[config.mk]
export PLATFORM = sky130hd
export DESIGN_NAME = split_dispenser
export DESIGN_NICKNAME = d
export VERILOG_FILES = /design/src/rtl/split_dispenser.sv
export SDC_FILE = /design/constraint.sdc
export NUM_CORES = 1
export LEC_CHECK = 0
export CORE_MARGIN = 5
export CORE_UTILIZATION = 49
export DETAILED_ROUTE_END_ITERATION = 12
export PLACE_DENSITY = 0.81
export SYNTH_ARGS = -nofsm -noshare
export SYNTH_HDL_FRONTEND = slang
export SYNTH_SLANG_ARGS = --single-unit
[constraint.sdc]
create_clock -name clk -period 2.6 [get_ports clk]
set_input_delay 0.65 -clock clk [delete_from_list [all_inputs] [get_ports clk]]
set_output_delay 0.65 -clock clk [all_outputs]
set_load 0.05 [all_outputs]
[src/rtl/split_dispenser.sv]
// 1-to-2 fluid splitter: meters PULSE_W-cycle aliquots from the source and routes them alternately to A and B.
// Optional WAIT timeout is enabled by defining SPLIT_TIMEOUT_EN.
module split_dispenser #(
  parameter int unsigned PULSE_W = 8,
  parameter int unsigned SETTLE  = 4,
  parameter int unsigned TIMEOUT = 64
) (
  input  logic       clk,
  input  logic       rst,
  input  logic       start,
  input  logic [7:0] n_aliq,
  input  logic       a_ready,
  input  logic       b_ready,
  output logic       valve_in,
  output logic       valve_a,
  output logic       valve_b,
  output logic       busy,
  output logic       done,
  output logic [7:0] cnt_a,
  output logic [7:0] cnt_b,
  output logic       err
);

  typedef enum logic [2:0] {
    IDLE, LOAD, SET_L, WAIT, ROUTE, SET_R, DONE
  } state_t;

  localparam logic [7:0] PULSE_LAST  = 8'(PULSE_W - 1);
  localparam logic [7:0] SETTLE_LAST = 8'(SETTLE - 1);

  state_t     state, state_nxt;
  logic [7:0] tmr, tmr_nxt;
  logic [7:0] n_lat;
  logic [8:0] delivered;
  logic       tgt_b;
  logic       tgt_rdy;
  logic       accept;
  logic       inc_a;
  logic       inc_b;

  // Aliquot index equals the number already delivered; its LSB selects the outlet.
  assign delivered = {1'b0, cnt_a} + {1'b0, cnt_b};
  assign tgt_b     = delivered[0];
  assign tgt_rdy   = tgt_b ? b_ready : a_ready;

`ifdef SPLIT_TIMEOUT_EN
  localparam int unsigned WAIT_W = $clog2(TIMEOUT + 1);
  localparam logic [WAIT_W-1:0] WAIT_LAST = WAIT_W'(TIMEOUT - 1);
  logic [WAIT_W-1:0] wait_cnt;
  logic              timeout;
`endif

  always_comb begin
    state_nxt = state;
    tmr_nxt   = tmr;
    accept    = 1'b0;
    inc_a     = 1'b0;
    inc_b     = 1'b0;
`ifdef SPLIT_TIMEOUT_EN
    timeout   = 1'b0;
`endif
    case (state)
      IDLE: begin
        tmr_nxt = 8'd0;
        if (start) begin
          if (n_aliq != 8'd0) begin
            accept    = 1'b1;
            state_nxt = LOAD;
          end else begin
            state_nxt = DONE;
          end
        end
      end
      LOAD: begin
        if (tmr == PULSE_LAST) begin
          tmr_nxt   = 8'd0;
          state_nxt = SET_L;
        end else begin
          tmr_nxt = tmr + 8'd1;
        end
      end
      SET_L: begin
        if (tmr == SETTLE_LAST) begin
          tmr_nxt   = 8'd0;
          state_nxt = tgt_rdy ? ROUTE : WAIT;
        end else begin
          tmr_nxt = tmr + 8'd1;
        end
      end
      WAIT: begin
        if (tgt_rdy) begin
          state_nxt = ROUTE;
        end
`ifdef SPLIT_TIMEOUT_EN
        else if (wait_cnt == WAIT_LAST) begin
          state_nxt = IDLE;
          timeout   = 1'b1;
        end
`endif
      end
      ROUTE: begin
        // Pulse length is fixed once routing starts; ready is not looked at here.
        if (tmr == PULSE_LAST) begin
          tmr_nxt   = 8'd0;
          inc_a     = ~tgt_b;
          inc_b     = tgt_b;
          state_nxt = SET_R;
        end else begin
          tmr_nxt = tmr + 8'd1;
        end
      end
      SET_R: begin
        if (tmr == SETTLE_LAST) begin
          tmr_nxt   = 8'd0;
          state_nxt = (delivered == {1'b0, n_lat}) ? DONE : LOAD;
        end else begin
          tmr_nxt = tmr + 8'd1;
        end
      end
      DONE: begin
        state_nxt = IDLE;
      end
      default: begin
        state_nxt = IDLE;
        tmr_nxt   = 8'd0;
      end
    endcase
  end

  always_ff @(posedge clk) begin
    if (rst) begin
      state    <= IDLE;
      tmr      <= 8'd0;
      n_lat    <= 8'd0;
      cnt_a    <= 8'd0;
      cnt_b    <= 8'd0;
      valve_in <= 1'b0;
      valve_a  <= 1'b0;
      valve_b  <= 1'b0;
      busy     <= 1'b0;
      done     <= 1'b0;
    end else begin
      state    <= state_nxt;
      tmr      <= tmr_nxt;
      // Valves decode the next state so they are registered yet aligned with the state.
      valve_in <= (state_nxt == LOAD);
      valve_a  <= (state_nxt == ROUTE) && !tgt_b;
      valve_b  <= (state_nxt == ROUTE) && tgt_b;
      busy     <= (state_nxt != IDLE);
      done     <= (state_nxt == DONE);
      if (accept) begin
        n_lat <= n_aliq;
        cnt_a <= 8'd0;
        cnt_b <= 8'd0;
      end else begin
        if (inc_a) cnt_a <= cnt_a + 8'd1;
        if (inc_b) cnt_b <= cnt_b + 8'd1;
      end
    end
  end

`ifdef SPLIT_TIMEOUT_EN
  always_ff @(posedge clk) begin
    if (rst) begin
      wait_cnt <= '0;
      err      <= 1'b0;
    end else begin
      wait_cnt <= (state == WAIT && state_nxt == WAIT) ? wait_cnt + 1'b1 : '0;
      if (accept)       err <= 1'b0;
      else if (timeout) err <= 1'b1;
    end
  end
`else
  assign err = 1'b0;
`endif

endmodule

======== After elaboration in Yosys (flattened, before gate mapping) ========
Index checks and enable logic that the tools add are counted.
storage, ports and cells
  register bits ........................... 40
  input bits .............................. 13
  output and inout bits ................... 22
  logic and storage cells ................. 58
operators by class
  $add $sub $neg .......................... 4
  equality and inequality tests ........... 12
  muxes and demuxes ....................... 21
  bitwise operators ....................... 1
  reduce and logical (&&, ||, !) cells .... 10
operators with widths
  operator                                                               count
  3-bit 2-to-1 mux                                                       9
  8-bit by 1-bit adder with 8-bit output, second input constant          3
  8-bit case mux with 3 select lines                                     1
  3-bit case mux with 6 select lines                                     1
  8-bit 2-to-1 mux                                                       2
  3-bit equality test, second input constant                             5
  8-bit by 8-bit adder with 9-bit output                                 1
  9-bit by 8-bit equality test with 1-bit output                         1
  8-bit by 2-bit equality test with 1-bit output, second input constant  1
  8-bit by 3-bit equality test with 1-bit output, second input constant  1
  1-bit 2-to-1 mux                                                       8
  8-bit nonzero test                                                     1
  2-bit OR reduction                                                     4
  3-bit by 1-bit equality test with 1-bit output, second input constant  2
  3-bit by 2-bit equality test with 1-bit output, second input constant  2
  3-bit logical NOT                                                      1
  3-bit nonzero test                                                     1
  1-bit logical AND                                                      2
  1-bit logical NOT                                                      1
  1-bit NOT                                                              1

======== Logic depth before layout (Yosys ltp) ========
Gate-level depths: netlist (run 1).
  depth after elaboration ................. 7
  depth in mapped cells ................... 8
  mapped depth without buffers ............ 8

======== Least setup slack after synthesis (run 1) ========
Ideal clock, no wire load.
  path kind ............................... register -> register
  start point ............................. register cnt_a[0]
  end point ............................... register state[0]
  setup time .............................. 116 ps
  data arrival time ....................... 2799 ps
  data required time ...................... 2484 ps
  setup slack ............................. -315 ps
  cell stages (with the launch flop) ...... 9
  path buffers ............................ 0
  clock period less this slack ............ 2915 ps
  path through ............................ dfxtp_1 ha_1 fa_1 xor2_1 a311oi_1 o2111a_1 o211ai_1 or4b_1 o211a_1
on the way
  word-level cells in the longest chain between the ends .. 5
  elaborated cells on any way between the ends .. 9
  classes of those cells .................. add/sub (1); eq/ne (1); mux (7)
RTL lines
  element                                                                                    RTL line  text
  start: declaration                                                                         19        output logic [7:0] cnt_a,
  start signal: assignment                                                                   156       if (inc_a) cnt_a <= cnt_a + 8'd1;
  8-bit by 8-bit adder with 9-bit output (*)                                                 42        assign delivered = {1'b0, cnt_a} + {1'b0, cnt_b};
  9-bit by 8-bit equality test with 1-bit output / 1-bit 2-to-1 mux (equally long branches)  115, 44
  3-bit 2-to-1 mux, on equally long branches                                                 115, 85
  3-bit 2-to-1 mux, on equally long branches                                                 113, 83
  3-bit case mux with 6 select lines (*)                                                     62        case (state)
  end signal: assignment                                                                     143       state <= state_nxt;
  end: declaration                                                                           31        state_t state, state_nxt;
Mark *: on every way between the ends. The rest lies on a longest branch, timed or not.
A chain may end at the register's enable or synchronous reset.

======== Worst setup path after layout (run 1) ========
Ends and elaborated chain as after synthesis.

==> results of run 1 <==
## power by group
| part | switching, W | internal (W) | leakage, nW |
|---|---|---|---|
| sequential | 0.0000173 | 0.000624 | 0.329 |
| combinational | 0.0000737 | 0.0000656 | 0.781 |
| clock | 0.000233 | 0.000216 | 0.0477 |
| total | 0.000324 | 0.000905 | 1.16 |
## worst max-delay path, delay by kind of cell, from the launching register on
| kind | cells | cell delay [ns] |
|---|---|---|
| DFF | 1 | 0.36 |
| AOI/OAI and AO/OA | 3 | 0.68 |
| and+or+nand+nor | 3 | 0.87 |
| adders and majority gates | 2 | 0.51 |
## layer usage
metal	up-vias	share of wire [%]
met5	-	0
met4	0	2.0
met2	60	48
li1	1145	-
met3	12	5.2
met1	1062	45
## metrics by stage
stage,instances,utilization [%],worst slack [ns]
after floorplan,299,-,0.01300
after global placement,398,60.47,0.06383
after detailed placement,398,60.47,-0.01067
after CTS,406,62.71,0.01753
after global routing,406,63.13,-0.000004885
final,406,63.13,0.05971
## how the worst max path moves through the flow
stage	slack [ns]	startpoint	endpoint	cells after the start
after floorplan	0.01	cnt_a[0]	state[0]	8
after global placement	0.06	cnt_a[0]	state[0]	8
after detailed placement	-0.01	cnt_a[0]	state[0]	8
after CTS	0.02	cnt_a[0]	state[0]	8
after global routing	-0.000005	cnt_a[0]	state[0]	8
final	0.06	cnt_a[0]	state[0]	8
## cell type report
| type | instances | area, um^2 |
|---|---|---|
| clock buffer | 6 | 82.58 |
| clock inverter | 2 | 13.76 |
| fill | 428 | 1753 |
| inverter | 7 | 26.28 |
| multi-input combinational | 238 | 1551 |
| sequential | 40 | 815.8 |
| tap | 67 | 83.83 |
| timing repair buffer | 46 | 427.9 |
## timing repair
| item | in CTS | in global routing |
|---|---|---|
| endpoints found under the setup margin | 1 | 5 |
| pin swaps | 0 | 2 |
| resized for setup | 1 | 4 |
## cells by family after synthesis
kind of cell | Yosys count
other | 1
multiplexers | 6
adder cells (fa/ha/maj) | 12
AND/OR/NAND/NOR | 134
flip-flops | 40
buffers and inverters | 21
XOR/XNOR | 23
AO/OA/AOI/OAI | 62
## sequential cells by signal, indices dropped and copies added, names as in the netlist
register and flops:
cnt_a 8, valve_in 1, cnt_b 8, tmr 8
state 3, done 1, busy 1, n_lat 8
valve_a 1, valve_b 1
## cells in the mapped netlist (4+ instances only)
| cell type | instances |
|---|---|
| xnor2_1 | 5 |
| clkbuf_1 | 11 |
| nand2b_1 | 4 |
| inv_1 | 7 |
| xor2_1 | 17 |
| nor3_1 | 5 |
| nor2_1 | 33 |
| nor4_1 | 4 |
| mux2i_1 | 5 |
| nand2_1 | 33 |
| nand3_1 | 14 |
| o21ai_0 | 9 |
| dfxtp_1 | 40 |
| or3_1 | 5 |
| a21oi_1 | 27 |
| o211ai_1 | 4 |
| nand4_1 | 7 |
| and3_1 | 7 |
| a31oi_1 | 4 |
| ha_1 | 11 |
| nor2b_1 | 4 |
## cells in the final DEF, fill, tap and decap left out, types with 3 or more instances in the layout
cell type	netlist	final
clkdlybuf4s50_1	0	33
mux2i_1	5	5
nand4_1	7	7
xor2_1	17	17
nor2_1	33	33
nor3_1	5	4
xnor2_1	5	5
o21ai_0	9	9
a31oi_1	4	4
nand2b_1	4	4
a21oi_1	27	27
clkbuf_8	0	6
nor2b_1	4	4
nand3_1	14	13
nor4_1	4	3
or3_1	5	5
and3_1	7	7
nand2_1	33	33
inv_1	7	7
dfxtp_1	40	32
dfxtp_2	0	6
o211ai_1	4	4
ha_1	11	10
buf_4	1	13
==> flow_metrics.env, run 1 <==
export IMPL_xor_xnor_share_of_the_synthesized_area_pct=8.987
export IMPL_worst_r2r_path_depth=8
export IMPL_synth_edff_count=0
export IMPL_worstHoldEndpoint="n_lat[7]"
export IMPL_final_setup_skew_ns=0.009537
export IMPL_htree_levels=2
export IMPL_nets=363
export IMPL_worst_ir_drop_vdd_mv=0.3056
export IMPL_diodes=0
export IMPL_worst_path_max_fanout=3
export IMPL_drt_first_pass_iters=4
export IMPL_worstMarginPinSlew_ns=0.6353
export IMPL_synthCells=299
export IMPL_worst_setup_hold_path_clk_slew_ns=0.09
export IMPL_synth_avg_cell_area_um2=8.055
export IMPL_gp_congestion=0.9185
export IMPL_synthesis_yosys_warnings=0
export IMPL_postRouteWirelength_um=5877
export IMPL_drv_slew=0
export IMPL_critical_path_endpoint_type="register"
export IMPL_startpoint_type="register"
export IMPL_post_drt_via_cell_ratio=5.613
export IMPL_number_of_antenna_violations_at_the_first_check_in_global_routing=0
export IMPL_worstPathCellList="ha_4 -> fa_2 -> a211o_1 -> and3_1 -> nor4_2 -> o211ai_1 -> or4b_4 -> o211a_1"
export IMPL_std_cell_rows=25
export IMPL_worst_path_max_delay_cell="or4b_4"
export IMPL_synthDominantAreaCellType="dfxtp_1"
export IMPL_syn_area_um2=2409
export IMPL_timing_setup_tns_ns=0
export IMPL_worstSkewPairLatency_ns=0.30
export IMPL_cts_root_to_sink_buffers=2
export IMPL_synth_top_area_share_pct=33.25
export IMPL_hold_start="n_lat[7]"
export IMPL_placement_cell_area_um2=2875
export IMPL_flip_flop_cell_with_the_highest_count_after_synthesis="dfxtp_1"
export IMPL_globalRoute_totalOverflow=0
export IMPL_yosys_mux_area_fraction_pct=2.545
export IMPL_groute_layer_met2_usage_pct=32.28
export IMPL_synth_compound_area_share_pct=15.79
export IMPL_timing_max_cap_violations=0
export IMPL_routed_wire_length_per_instance_um=14.48
export IMPL_grt_start_max_net_pins=17
export IMPL_post_route_cells_drive_above_1_share_pct=12.98
export IMPL_slew_limit_headroom_pct=57.65
export IMPL_synth_sequential_area_ratio_pct=33.25
export IMPL_status="complete, no violations"
export IMPL_timing_hold_worst_path_depth=2
export IMPL_crit_type="reg2reg"
export IMPL_post_dp_hpwl_um=4394
export IMPL_report_power_total_w=0.001229
export IMPL_ys_types=57
export IMPL_worst_r2r_setup_slack_ns=0.06
export IMPL_worst_ep_arrival_time_ns=2.74
export IMPL_cts_root_buf="clkbuf_8"
export IMPL_chipWidth_um=80.11
export IMPL_global_route_usage_total_pct=19.08
export IMPL_power_leakage_nw=1.158
export IMPL_yosys_register_bits=40
export IMPL_globalRouteMet3Util_pct=4.484
export IMPL_worst_hold_slack_across_all_endpoints_ns=0.4718
export IMPL_core_region_area_um2=4755
export IMPL_most_utilized_layer_in_the_global_route_result="met2"
export IMPL_postCtsSetupBuffers=0
export IMPL_largest_family_of_logic_cells_by_synthesized_area="simple AND/OR/NAND/NOR gates"
export IMPL_crit_required_ns=2.80
export IMPL_regToRegEndpoint="state[0]"
export IMPL_cts_hold_buffers=0
export IMPL_antenna_left=0
export IMPL_synth_simple_gate_area_share_pct=28.94
export IMPL_hold_path_class="reg2reg"
export IMPL_floorplan_die_area_um2=6418
export IMPL_cts_num_sinks=40
export IMPL_synth_adder_area_share_pct=6.545
export IMPL_final_min_period_over_clock_period_pct=97.70
export IMPL_cpPeakStageDelay_ns=0.50
export IMPL_finalSetupViolCount=0
export IMPL_first_global_vias=2120
export IMPL_timing_hold_violations_final=0
export IMPL_detailroute_via_count=2279
export IMPL_cts_tree="done"
export IMPL_grt_use_met1_pct=23.74
export IMPL_reg2reg_from="cnt_a[0]"
export IMPL_final_area_um2=3002
export IMPL_timing_fmax_mhz=393.7
export IMPL_detailedRoute_firstIterationViolations=137
export IMPL_synthTopCellsByArea="dfxtp_1, xor2_1, ha_1"
export IMPL_drc=0
export IMPL_wire_length_of_the_first_global_routing_pass_um=9625
export IMPL_floorplan_die_height_um=80.11
export IMPL_floorplan_initialDensity_pct=50.66
export IMPL_synthToLayoutAreaGrowth_pct=24.62
export IMPL_period_minus_slack_ns=2.540
export IMPL_number_of_i_o_port_buffers=33
export IMPL_synth_fp_nets=324
export IMPL_power_per_unit_of_standard_cell_area_nw_per_um2=409.4
export IMPL_rsz0062_at_grt="true"
export IMPL_cts_buffers=5
export IMPL_asyncSetResetFlopFracSynth_pct=0
export IMPL_design_portCount=35
No activity file was read; power rests on OpenSTA's default activity.
==> run 2, diff against run 1 <==
--- a/config.mk
+++ b/config.mk
@@ -7,6 +7,7 @@
 export LEC_CHECK = 0
 export CORE_MARGIN = 5
 export CORE_UTILIZATION = 49
+export CTS_CLUSTER_SIZE = 12
 export DETAILED_ROUTE_END_ITERATION = 12
 export PLACE_DENSITY = 0.81
 export SYNTH_ARGS = -nofsm -noshare
==> results of run 2 <==
Final layout, timing and power as in run 1 (identical DEF).
